**src/rtl/sirv_regvec_rdport_pkg.sv**
```systemverilog
// ----------------------------------------------------------------------------
// sirv_regvec_rdport_pkg
// Shared definitions for the register-vector read port:
//   state_t    - burst FSM encoding (IDLE / RESP)
//   LEN_W      - width of the burst length field (beats minus one)
//   slice_off  - bit offset of vector k inside a flattened bank
// ----------------------------------------------------------------------------
package sirv_regvec_rdport_pkg;

    typedef enum logic {
        ST_IDLE = 1'b0,
        ST_RESP = 1'b1
    } state_t;

    localparam int LEN_W = 2;

    // Vector k of a flattened bank lives at bits [k*dw +: dw].
    function automatic int slice_off(input int k, input int dw);
        return k * dw;
    endfunction

endpackage

```
**src/rtl/sirv_regvec_rdport_if.sv**
```systemverilog
// ----------------------------------------------------------------------------
// sirv_regvec_rdport_if
// Request and response channels of the register-vector read port.
//   io_req_valid/io_req_ready  request handshake
//   io_req_addr                start index
//   io_req_len                 beats minus one
//   io_rsp_valid/io_rsp_ready  response beat handshake
//   io_rsp_data/err/last       beat payload
// Modports: master = requester (bus adapter), slave = read port.
// ----------------------------------------------------------------------------
interface sirv_regvec_rdport_if #(
    parameter int DW = 5,
    parameter int AW = 3
);
    import sirv_regvec_rdport_pkg::*;

    logic             io_req_valid;
    logic             io_req_ready;
    logic [AW-1:0]    io_req_addr;
    logic [LEN_W-1:0] io_req_len;
    logic             io_rsp_valid;
    logic             io_rsp_ready;
    logic [DW-1:0]    io_rsp_data;
    logic             io_rsp_err;
    logic             io_rsp_last;

    modport master (
        output io_req_valid, io_req_addr, io_req_len, io_rsp_ready,
        input  io_req_ready, io_rsp_valid, io_rsp_data, io_rsp_err, io_rsp_last
    );

    modport slave (
        input  io_req_valid, io_req_addr, io_req_len, io_rsp_ready,
        output io_req_ready, io_rsp_valid, io_rsp_data, io_rsp_err, io_rsp_last
    );

endinterface

```
**src/rtl/sirv_regvec_rd_mux.sv**
```systemverilog
// ----------------------------------------------------------------------------
// sirv_regvec_rd_mux
// Combinational select of one DW-bit vector out of a flattened NREG*DW bank.
//   i_bus       flattened bank, vector k at [k*DW +: DW]
//   i_idx       vector index
//   o_data      selected vector, zero when the index is out of range
//   o_in_range  1 when i_idx < NREG
// ----------------------------------------------------------------------------
module sirv_regvec_rd_mux
    import sirv_regvec_rdport_pkg::*;
#(
    parameter int DW   = 5,
    parameter int NREG = 5,
    parameter int AW   = 3
) (
    input  logic [NREG*DW-1:0] i_bus,
    input  logic [AW-1:0]      i_idx,
    output logic [DW-1:0]      o_data,
    output logic               o_in_range
);

    // One extra bit so NREG == 2^AW still compares correctly.
    localparam logic [AW:0] NREG_L = (AW+1)'(NREG);

    always_comb begin
        // NOTE: every output gets a default first so no path leaves it unassigned, which would infer a latch.
        o_data     = '0;
        o_in_range = ({1'b0, i_idx} < NREG_L);
        for (int k = 0; k < NREG; k++) begin
            if (i_idx == AW'(k)) begin
                o_data = i_bus[slice_off(k, DW) +: DW];
            end
        end
    end

endmodule

```
**src/rtl/sirv_regvec_rdport.sv**
```systemverilog
// ----------------------------------------------------------------------------
// sirv_regvec_rdport
// Burst read port for a bank of register vectors. A request (start index,
// beats minus one) is accepted in IDLE; the bank is snapshotted at that edge
// so the whole burst is coherent, then one vector per beat is returned.
// Out-of-range indices still produce a beat with data 0 and err=1; indices
// wrap modulo 2^AW.
//   clock    rising-edge clock
//   reset    synchronous, active-high
//   io_regs  flattened live bank
//   io_port  request/response channels (slave side)
//   io_busy  burst in progress
// ----------------------------------------------------------------------------
module sirv_regvec_rdport
    import sirv_regvec_rdport_pkg::*;
#(
    parameter int DW   = 5,
    parameter int NREG = 5,
    parameter int AW   = 3
) (
    input  logic                 clock,
    input  logic                 reset,
    input  logic [NREG*DW-1:0]   io_regs,
    sirv_regvec_rdport_if.slave  io_port,
    output logic                 io_busy
);

    state_t             r_state;
    state_t             w_next;
    logic [NREG*DW-1:0] r_snap;
    logic [AW-1:0]      r_cur_idx;
    logic [LEN_W-1:0]   r_left;
    logic [DW-1:0]      r_rsp_data;
    logic               r_rsp_err;
    logic               r_rsp_last;

    logic [DW-1:0]      w_live_data;
    logic               w_live_in;
    logic [DW-1:0]      w_snap_data;
    logic               w_snap_in;
    logic               w_accept;
    logic               w_beat_done;

    // First beat comes from the live bank (equal to the snapshot being taken
    // at the same edge); later beats come from the snapshot.
    sirv_regvec_rd_mux #(.DW(DW), .NREG(NREG), .AW(AW)) u_live_mux (
        .i_bus      (io_regs),
        .i_idx      (io_port.io_req_addr),
        .o_data     (w_live_data),
        .o_in_range (w_live_in)
    );

    sirv_regvec_rd_mux #(.DW(DW), .NREG(NREG), .AW(AW)) u_snap_mux (
        .i_bus      (r_snap),
        .i_idx      (r_cur_idx),
        .o_data     (w_snap_data),
        .o_in_range (w_snap_in)
    );

    assign w_accept    = (r_state == ST_IDLE) && io_port.io_req_valid;
    assign w_beat_done = (r_state == ST_RESP) && io_port.io_rsp_ready;

    always_comb begin
        w_next = r_state;
        case (r_state)
            ST_IDLE: if (io_port.io_req_valid) w_next = ST_RESP;
            ST_RESP: if (io_port.io_rsp_ready && r_rsp_last) w_next = ST_IDLE;
            default: w_next = ST_IDLE;
        endcase
    end

    always_ff @(posedge clock) begin
        if (reset) begin
            // NOTE: sequential state uses non-blocking assignments so every flop samples pre-edge values.
            r_state <= ST_IDLE;
        end else begin
            r_state <= w_next;
        end
    end

    // The snapshot is cleared on reset along with the beat registers, so a
    // fresh port never exposes stale bank contents.
    always_ff @(posedge clock) begin
        if (reset) begin
            r_snap     <= '0;
            r_cur_idx  <= '0;
            r_left     <= '0;
            r_rsp_data <= '0;
            r_rsp_err  <= 1'b0;
            r_rsp_last <= 1'b0;
        end else if (w_accept) begin
            r_snap     <= io_regs;
            r_cur_idx  <= io_port.io_req_addr + 1'b1;
            r_left     <= io_port.io_req_len;
            r_rsp_data <= w_live_data;
            r_rsp_err  <= ~w_live_in;
            r_rsp_last <= (io_port.io_req_len == '0);
        end else if (w_beat_done && !r_rsp_last) begin
            // r_left counts beats remaining after the one on the bus.
            r_snap     <= r_snap;
            r_cur_idx  <= r_cur_idx + 1'b1;
            r_left     <= r_left - 1'b1;
            r_rsp_data <= w_snap_data;
            r_rsp_err  <= ~w_snap_in;
            r_rsp_last <= (r_left == LEN_W'(1));
        end
    end

    assign io_port.io_req_ready = (r_state == ST_IDLE);
    assign io_port.io_rsp_valid = (r_state == ST_RESP);
    assign io_port.io_rsp_data  = r_rsp_data;
    assign io_port.io_rsp_err   = r_rsp_err;
    assign io_port.io_rsp_last  = r_rsp_last;
    assign io_busy              = (r_state == ST_RESP);

endmodule

```
**src/flat_wrapper.sv**
```systemverilog
// flat-port wrapper written by rule: the top's interface ports become plain ports
module sirv_regvec_rdport_flat import sirv_regvec_rdport_pkg::*;
#(
    parameter int DW   = 5,
    parameter int NREG = 5,
    parameter int AW   = 3
)
  (clock, reset, io_regs, io_busy, io_port_io_req_valid, io_port_io_req_addr, io_port_io_req_len, io_port_io_rsp_ready, io_port_io_req_ready, io_port_io_rsp_valid, io_port_io_rsp_data, io_port_io_rsp_err, io_port_io_rsp_last);
  sirv_regvec_rdport_if #(.DW(DW), .AW(AW)) io_port_i ();
  input  logic clock;
  input  logic reset;
  input  logic [NREG*DW-1:0] io_regs;
  output logic io_busy;
  input wire logic [$bits(io_port_i.io_req_valid)-1:0] io_port_io_req_valid;
  input wire logic [$bits(io_port_i.io_req_addr)-1:0] io_port_io_req_addr;
  input wire logic [$bits(io_port_i.io_req_len)-1:0] io_port_io_req_len;
  input wire logic [$bits(io_port_i.io_rsp_ready)-1:0] io_port_io_rsp_ready;
  output wire logic [$bits(io_port_i.io_req_ready)-1:0] io_port_io_req_ready;
  output wire logic [$bits(io_port_i.io_rsp_valid)-1:0] io_port_io_rsp_valid;
  output wire logic [$bits(io_port_i.io_rsp_data)-1:0] io_port_io_rsp_data;
  output wire logic [$bits(io_port_i.io_rsp_err)-1:0] io_port_io_rsp_err;
  output wire logic [$bits(io_port_i.io_rsp_last)-1:0] io_port_io_rsp_last;
  assign io_port_i.io_req_valid = io_port_io_req_valid;
  assign io_port_i.io_req_addr = io_port_io_req_addr;
  assign io_port_i.io_req_len = io_port_io_req_len;
  assign io_port_i.io_rsp_ready = io_port_io_rsp_ready;
  assign io_port_io_req_ready = io_port_i.io_req_ready;
  assign io_port_io_rsp_valid = io_port_i.io_rsp_valid;
  assign io_port_io_rsp_data = io_port_i.io_rsp_data;
  assign io_port_io_rsp_err = io_port_i.io_rsp_err;
  assign io_port_io_rsp_last = io_port_i.io_rsp_last;
  sirv_regvec_rdport #(.DW(DW), .NREG(NREG), .AW(AW)) u_core (.clock(clock), .reset(reset), .io_regs(io_regs), .io_port(io_port_i), .io_busy(io_busy));
endmodule
```
**config.mk**
```make
export PLATFORM = sky130hd
export DESIGN_NAME = sirv_regvec_rdport_flat
export DESIGN_NICKNAME = d
export VERILOG_FILES = /design/src/rtl/sirv_regvec_rdport_pkg.sv /design/src/rtl/sirv_regvec_rdport_if.sv /design/src/rtl/sirv_regvec_rd_mux.sv /design/src/rtl/sirv_regvec_rdport.sv /design/src/flat_wrapper.sv
export SDC_FILE = /design/constraint.sdc
export NUM_CORES = 1
export LEC_CHECK = 0
export ABC_AREA = 1
export BUFFER_PORTS_ARGS = -buffer_cell sky130_fd_sc_hd__buf_2
export CORE_MARGIN = 2
export CORE_UTILIZATION = 45
export DETAILED_ROUTE_END_ITERATION = 10
export PLACE_DENSITY = 0.68
export SYNTH_ARGS = -nofsm -noshare
export SYNTH_HDL_FRONTEND = slang
export SYNTH_HIERARCHICAL = 1
export SYNTH_SLANG_ARGS = --single-unit
```
**constraint.sdc**
```tcl
create_clock -name clock -period 1.7 [get_ports clock]
set_clock_uncertainty 0.1 [all_clocks]
set_input_delay 0 -clock clock [delete_from_list [all_inputs] [get_ports clock]]
set_output_delay 0 -clock clock [all_outputs]
set_load 0.005 [all_outputs]
```
==> Yosys cells after proc, flatten, opt, wreduce, memory -nomap -nowiden <==
Cells that the tools add are included.
Widths: inputs -> output; s select.
{ "totals": {"out_inout_bits": 10, "latchBits": 0, "memories": 0, "wordCells": 56, "ram_bits": 0, "inputBits": 34, "ff_bits": 38, "mem_bits_ro": 0} }
{ "op_classes": {"reduce_logical": 9, "magnitude_cmp": 2, "addsub": 3, "n_mux": 23, "bitwise": 3, "n_eq_ne": 9, "shift": 0, "n_div": 0, "n_mul": 0} }
{ "op_table": {"columns": ["operator", "count"], "rows": [
  ["$mux 5", 12],
  ["$eq 3x2->1 const B", 4],
  ["$add 3x1->3 const B", 2],
  ["$eq 3x1->1 const B", 2],
  ["$eq 3x3->1 const B", 2],
  ["$logic_not 3->1", 2],
  ["$lt 3x3->1 const B", 2],
  ["$mux 1", 6],
  ["$mux 3", 2],
  ["$logic_and 1x1->1", 4],
  ["$mux 2", 2],
  ["$not 1->1", 3],
  ["$eq 2x1->1 const B", 1],
  ["$logic_not 2->1", 1],
  ["$pmux 1 s2", 1],
  ["$reduce_bool 2->1", 1],
  ["$sub 2x1->2 const B", 1],
  ["$logic_not 1->1", 1]
]} }

==> Logic depth before layout (Yosys ltp) <==
{ "depth": {"word_depth": 8, "ltp_mapped": 11} }

==> Modules after synthesis <==
The synthesis kept the hierarchy.
{ "by_module_without_submodules": {"columns": ["mod", "area_per_inst_um2", "instances", "cells_per_inst", "seq_area_each_um2"], "rows": [
  ["sirv_regvec_rdport", 1559.0, 1, 220, 760.7],
  ["sirv_regvec_rd_mux", 266.5, 2, 55, 0.0]
]} }

==> Least setup slack after synthesis <==
Ideal clock, no wire load.
{ "synth_timing": {"path_type": "reg2reg", "startpoint": "reg u_core.r_state, in the netlist u_core/io_busy", "endpoint": "reg u_core.r_cur_idx[1]", "required_ps": 1484, "stages_incl_launch_ff": 9, "path_slack_ps": 125, "arrival_ps": 1359, "cell_sequence": "dfxtp_1 > inv_2 > nand2_2 > buf_4 > o21a_1 > inv_1 > ha_1 > nor2_1 > nor2_1"} }
{ "synth_between": {"elab_chain_cells": 3, "word_cells_on_any_way": 6, "classes_between": "mux: 1; bitwise: 1; reduce/logical: 4"} }
{ "synth_rtl": {"columns": ["element", "line_no", "text"], "rows": [
  ["from (decl)", "sirv_regvec_rdport.sv:28", "state_t r_state;"],
  ["from (signal assigned)", "sirv_regvec_rdport.sv:77", "r_state <= w_next;"],
  ["$not 1->1 *", null, null],
  ["named net io_port_io_req_ready", "flat_wrapper.sv:18", "output wire logic [$bits(io_port_i.io_req_ready)-1:0] io_port_io_req_ready;"],
  ["$logic_and 1x1->1 *", "sirv_regvec_rdport.sv:60", "assign w_accept = (r_state == ST_IDLE) && io_port.io_req_valid;"],
  ["$mux 3 or $reduce_bool 2->1 (tied branches)", null, null],
  ["to (signal assigned)", "sirv_regvec_rdport.sv:93", "r_cur_idx <= io_port.io_req_addr + 1'b1;"],
  ["to (signal assigned)", "sirv_regvec_rdport.sv:101", "r_cur_idx <= r_cur_idx + 1'b1;"],
  ["to (decl)", "sirv_regvec_rdport.sv:31", "logic [AW-1:0] r_cur_idx;"]
]} }
The timed path passes the listed nets; every way through them passes the cells marked *.
A chain may end at the register's enable or synchronous reset.

==> Final worst setup path <==
{ "layout_timing": {"startpoint": "reg u_core.r_cur_idx[2]", "endpoint": "reg u_core.r_rsp_data[1], in the netlist u_core/io_port.io_rsp_data[1]"} }
{ "layout_between": {"elab_chain_cells": 8, "word_cells_on_any_way": 12, "classes_between": "eq/ne: 4; mux: 7; reduce/logical: 1"} }
{ "layout_rtl": {"columns": ["element", "line_no", "text"], "rows": [
  ["$logic_not 3->1", "sirv_regvec_rd_mux.sv:30", "if (i_idx == AW'(k)) begin"],
  ["$mux 5 (4 in a row)", "sirv_regvec_rd_mux.sv:30", null],
  ["$mux 5 *", "sirv_regvec_rd_mux.sv:30", null],
  ["named net u_core.w_snap_data[1]", "sirv_regvec_rdport.sv:39", "logic [DW-1:0] w_snap_data;"],
  ["$mux 5 *", "sirv_regvec_rdport.sv:98", "end else if (w_beat_done && !r_rsp_last) begin"],
  ["$mux 5 *", "sirv_regvec_rdport.sv:91", "end else if (w_accept) begin"],
  ["to (signal assigned)", "sirv_regvec_rdport.sv:95", "r_rsp_data <= w_live_data;"],
  ["to (signal assigned)", "sirv_regvec_rdport.sv:103", "r_rsp_data <= w_snap_data;"],
  ["to (decl)", "sirv_regvec_rdport.sv:33", "logic [DW-1:0] r_rsp_data;"]
]} }
The timed path passes the listed nets; every way through them passes the cells marked *. The select of a mux whose other input is x is not followed.

==> out/metrics.yaml <==
antenna_found_initial: 0
clockBufferDepth: 2
synth_area_per_cell_sq_um: 6.34
std_cell_rows: 24
rsz0062_at_grt: "false"
status: "complete, no violations"
dr.pass1.iters: 4
swShare_pct: 32.2
period_share_pct: 91.2
max_freq_ghz: 0.645
synth_top_area_cell: "dfxtp_1"
hpwl_microns: 4170
synth_common_cells: "91 x nor2_1, 61 x nand2_1, 38 x dfxtp_1, 38 x o21ai_0, 30 x nand3_1"
overflow: 0
ys_seq_elements: 38
yosysMostFrequentCell: "nor2_1"
worstPathRequired_ps: 1790
hold_viol: 0
met1Wirelength_microns: 2740
cts.sinks: 38
routedWlPerCell_microns: 13.3
path_class: "register to register"
vias: 2267
synthArstFlopShare_pct: 0
hold-path-cell-count: 6
drive_gt1_share_pct: 19.7
grtUsageTotal_pct: 24.7
synth.distinct_cells: 22
arrival_ps: 1640
synth_cells: 330
cts-root-buf: "clkbuf_8"
area_growth_pct: 30.0
place_ws_ps: 114
ir_drop_v: 0.000651
cellLeakagePower_nw: 1.32
dp.cells: 416
synth_area_sq_um: 2090
postRouteAntennaNets: 0
cts.clk_slew.worst_paths_ps: 80
die_h_microns: 72.2
power.share.sequential_pct: 46.3
top_layer: "met4"
ys_top_cells_by_area: "dfxtp_1 36%, nor2_1 16%, nand2_1 11%, o21ai_0 9.1%, nand3_1 7.2%"
worst_pin_slew_ps: 471
postCtsSetupBuffers: 0
crit_path_start_kind: "register"
core_sq_um: 4410
p_sw_mw: 0.733
ys_seq_area_share_pct: 36.4
slew_viol_final: 0
met3_length_microns: 401
clkPwrFrac_pct: 29.4
gp_congestion: 0.862
drc: 0
period_needed_ps: 1550
cts_tree: "done"
htree_levels: 2
postLayoutSetupSlackWorst_ps: 150
ys_dominant_reg_cell: "dfxtp_1"
internal-power_mw: 1.54
holdCritPathClass: "primary input to register"
ys_warn_count: 6
synth_nets: 366
dieWidth_microns: 72.2
synth-edff-count: 0
cp_max_fo: 12
power_frac_comb_pct: 24.4
end_kind: "register"
fillers: 433
clk_latency_ps: 300
finalSetupTns_ps: 0
fin_area_sq_um: 2720
grt_pass1_vias: 2103
nNetsFinal: 436
utilization_pct: 61.6
route.met2.wl_microns: 2780
drtIter0Drc: 97
io-pin-count: 44
whs_ps: 74.2
reg2regPathDepth: 9
grt_pass1_wl_microns: 9870
drv_cap: 0
initial_core_util_pct: 47.4
grt_max_degree: 37
avgViaCountPerCell: 5.00
synth_top_cell_area_share_pct: 36.4
setup_viol: 0
instances_no_fill: 453
diodes: 0
finalPower_mw: 2.27
routed_wl_microns: 6030
relSlewSlack_pct: 68.4
placed_area_sq_um: 2320
die_area_sq_um: 5210
port_buffers: 43
cts_made_buffers: 5
p_per_area_nw_per_um2: 836
ff2ff_setup_slack_ps: 150
[final timing paths]
path | from | end
max | u_core/r_cur_idx[2]$_SDFFE_PP0P_ | u_core/io_port.io_rsp_data[1]$_SDFFE_PP0P_
min | io_port_io_req_valid | u_core/r_cur_idx[2]$_SDFFE_PP0P_
max reg2reg | u_core/r_cur_idx[2]$_SDFFE_PP0P_ | u_core/io_port.io_rsp_data[1]$_SDFFE_PP0P_
min reg2reg | u_core/r_snap[16]$_SDFFE_PP0N_ | u_core/r_snap[16]$_SDFFE_PP0N_
[cell families after synthesis]
kind of cell	count (synthesis)	synth area share [%]
adders and majority gates	2	1.20
DFF	38	36.4
buffers and inverters	46	10.3
and+or+nand+nor	202	41.9
AOI/OAI and AO/OA	42	10.2
[critical path: stages, from the launching register on]
cell and delay, ps:
dfxtp_1 470, inv_2 170, nand3_2 160, nor2_1 70, nor2_1 130, nand3_1 80
nand2_1 70, nand2_1 50, nor2_1 90, nor2_1 60
[cell type report]
type	count	area, sq um	share of cell area (%)
multi-input cells	246	1130	41.4
flip-flops and latches	38	763	28.1
repair buffers	79	558	20.5
inverters	30	113	4.14
clock buffers	6	82.6	3.04
well taps	52	65.1	2.39
clock inverters	2	12.5	0.460
[state kept, by name, indices dropped and copies added, names as in the netlist]
| register | cells |
|---|---|
| u_core/r_cur_idx | 3 |
| u_core/io_port.io_rsp_data | 5 |
| u_core/io_port.io_rsp_err | 1 |
| u_core/io_busy | 1 |
| u_core/r_snap | 25 |
| u_core/r_left | 2 |
| u_core/io_port.io_rsp_last | 1 |
[power groups by stage]
stage,sequential (mW),clock [mW],combinational [mW]
detailed placement,1.07,0,0.495
global placement,1.06,0,0.489
finish,1.05,0.667,0.554
global route,1.06,0.715,0.631
CTS,1.05,0.673,0.548
floorplan,1.04,0,0.357
[what timing repair did]
| item | in CTS | in global routing |
|---|---|---|
| endpoints found under the setup margin | 0 | 5 |
| hold buffers | 29 | 0 |
| endpoints found under the hold margin | 29 | 0 |
| resized for setup | 0 | 4 |
[per-layer routing]
layer	GRT usage (%)	up-vias
met2	39.4	68
met5	0	-
li1	-	1190
met1	33.6	999
met3	4.31	10
met4	9.01	0
[cells in the final DEF (no fill, tap or decap), types with 3 or more instances in the layout]
cell type,count
o21ai_0,38
nand3_1,29
nor2_1,91
dfxtp_1,36
inv_1,21
nor3_4,3
dlygate4sd3_1,29
inv_2,9
buf_2,43
clkbuf_8,6
buf_4,7
nand2_1,61
nand4_1,10
(Power assumes the default switching activity.)
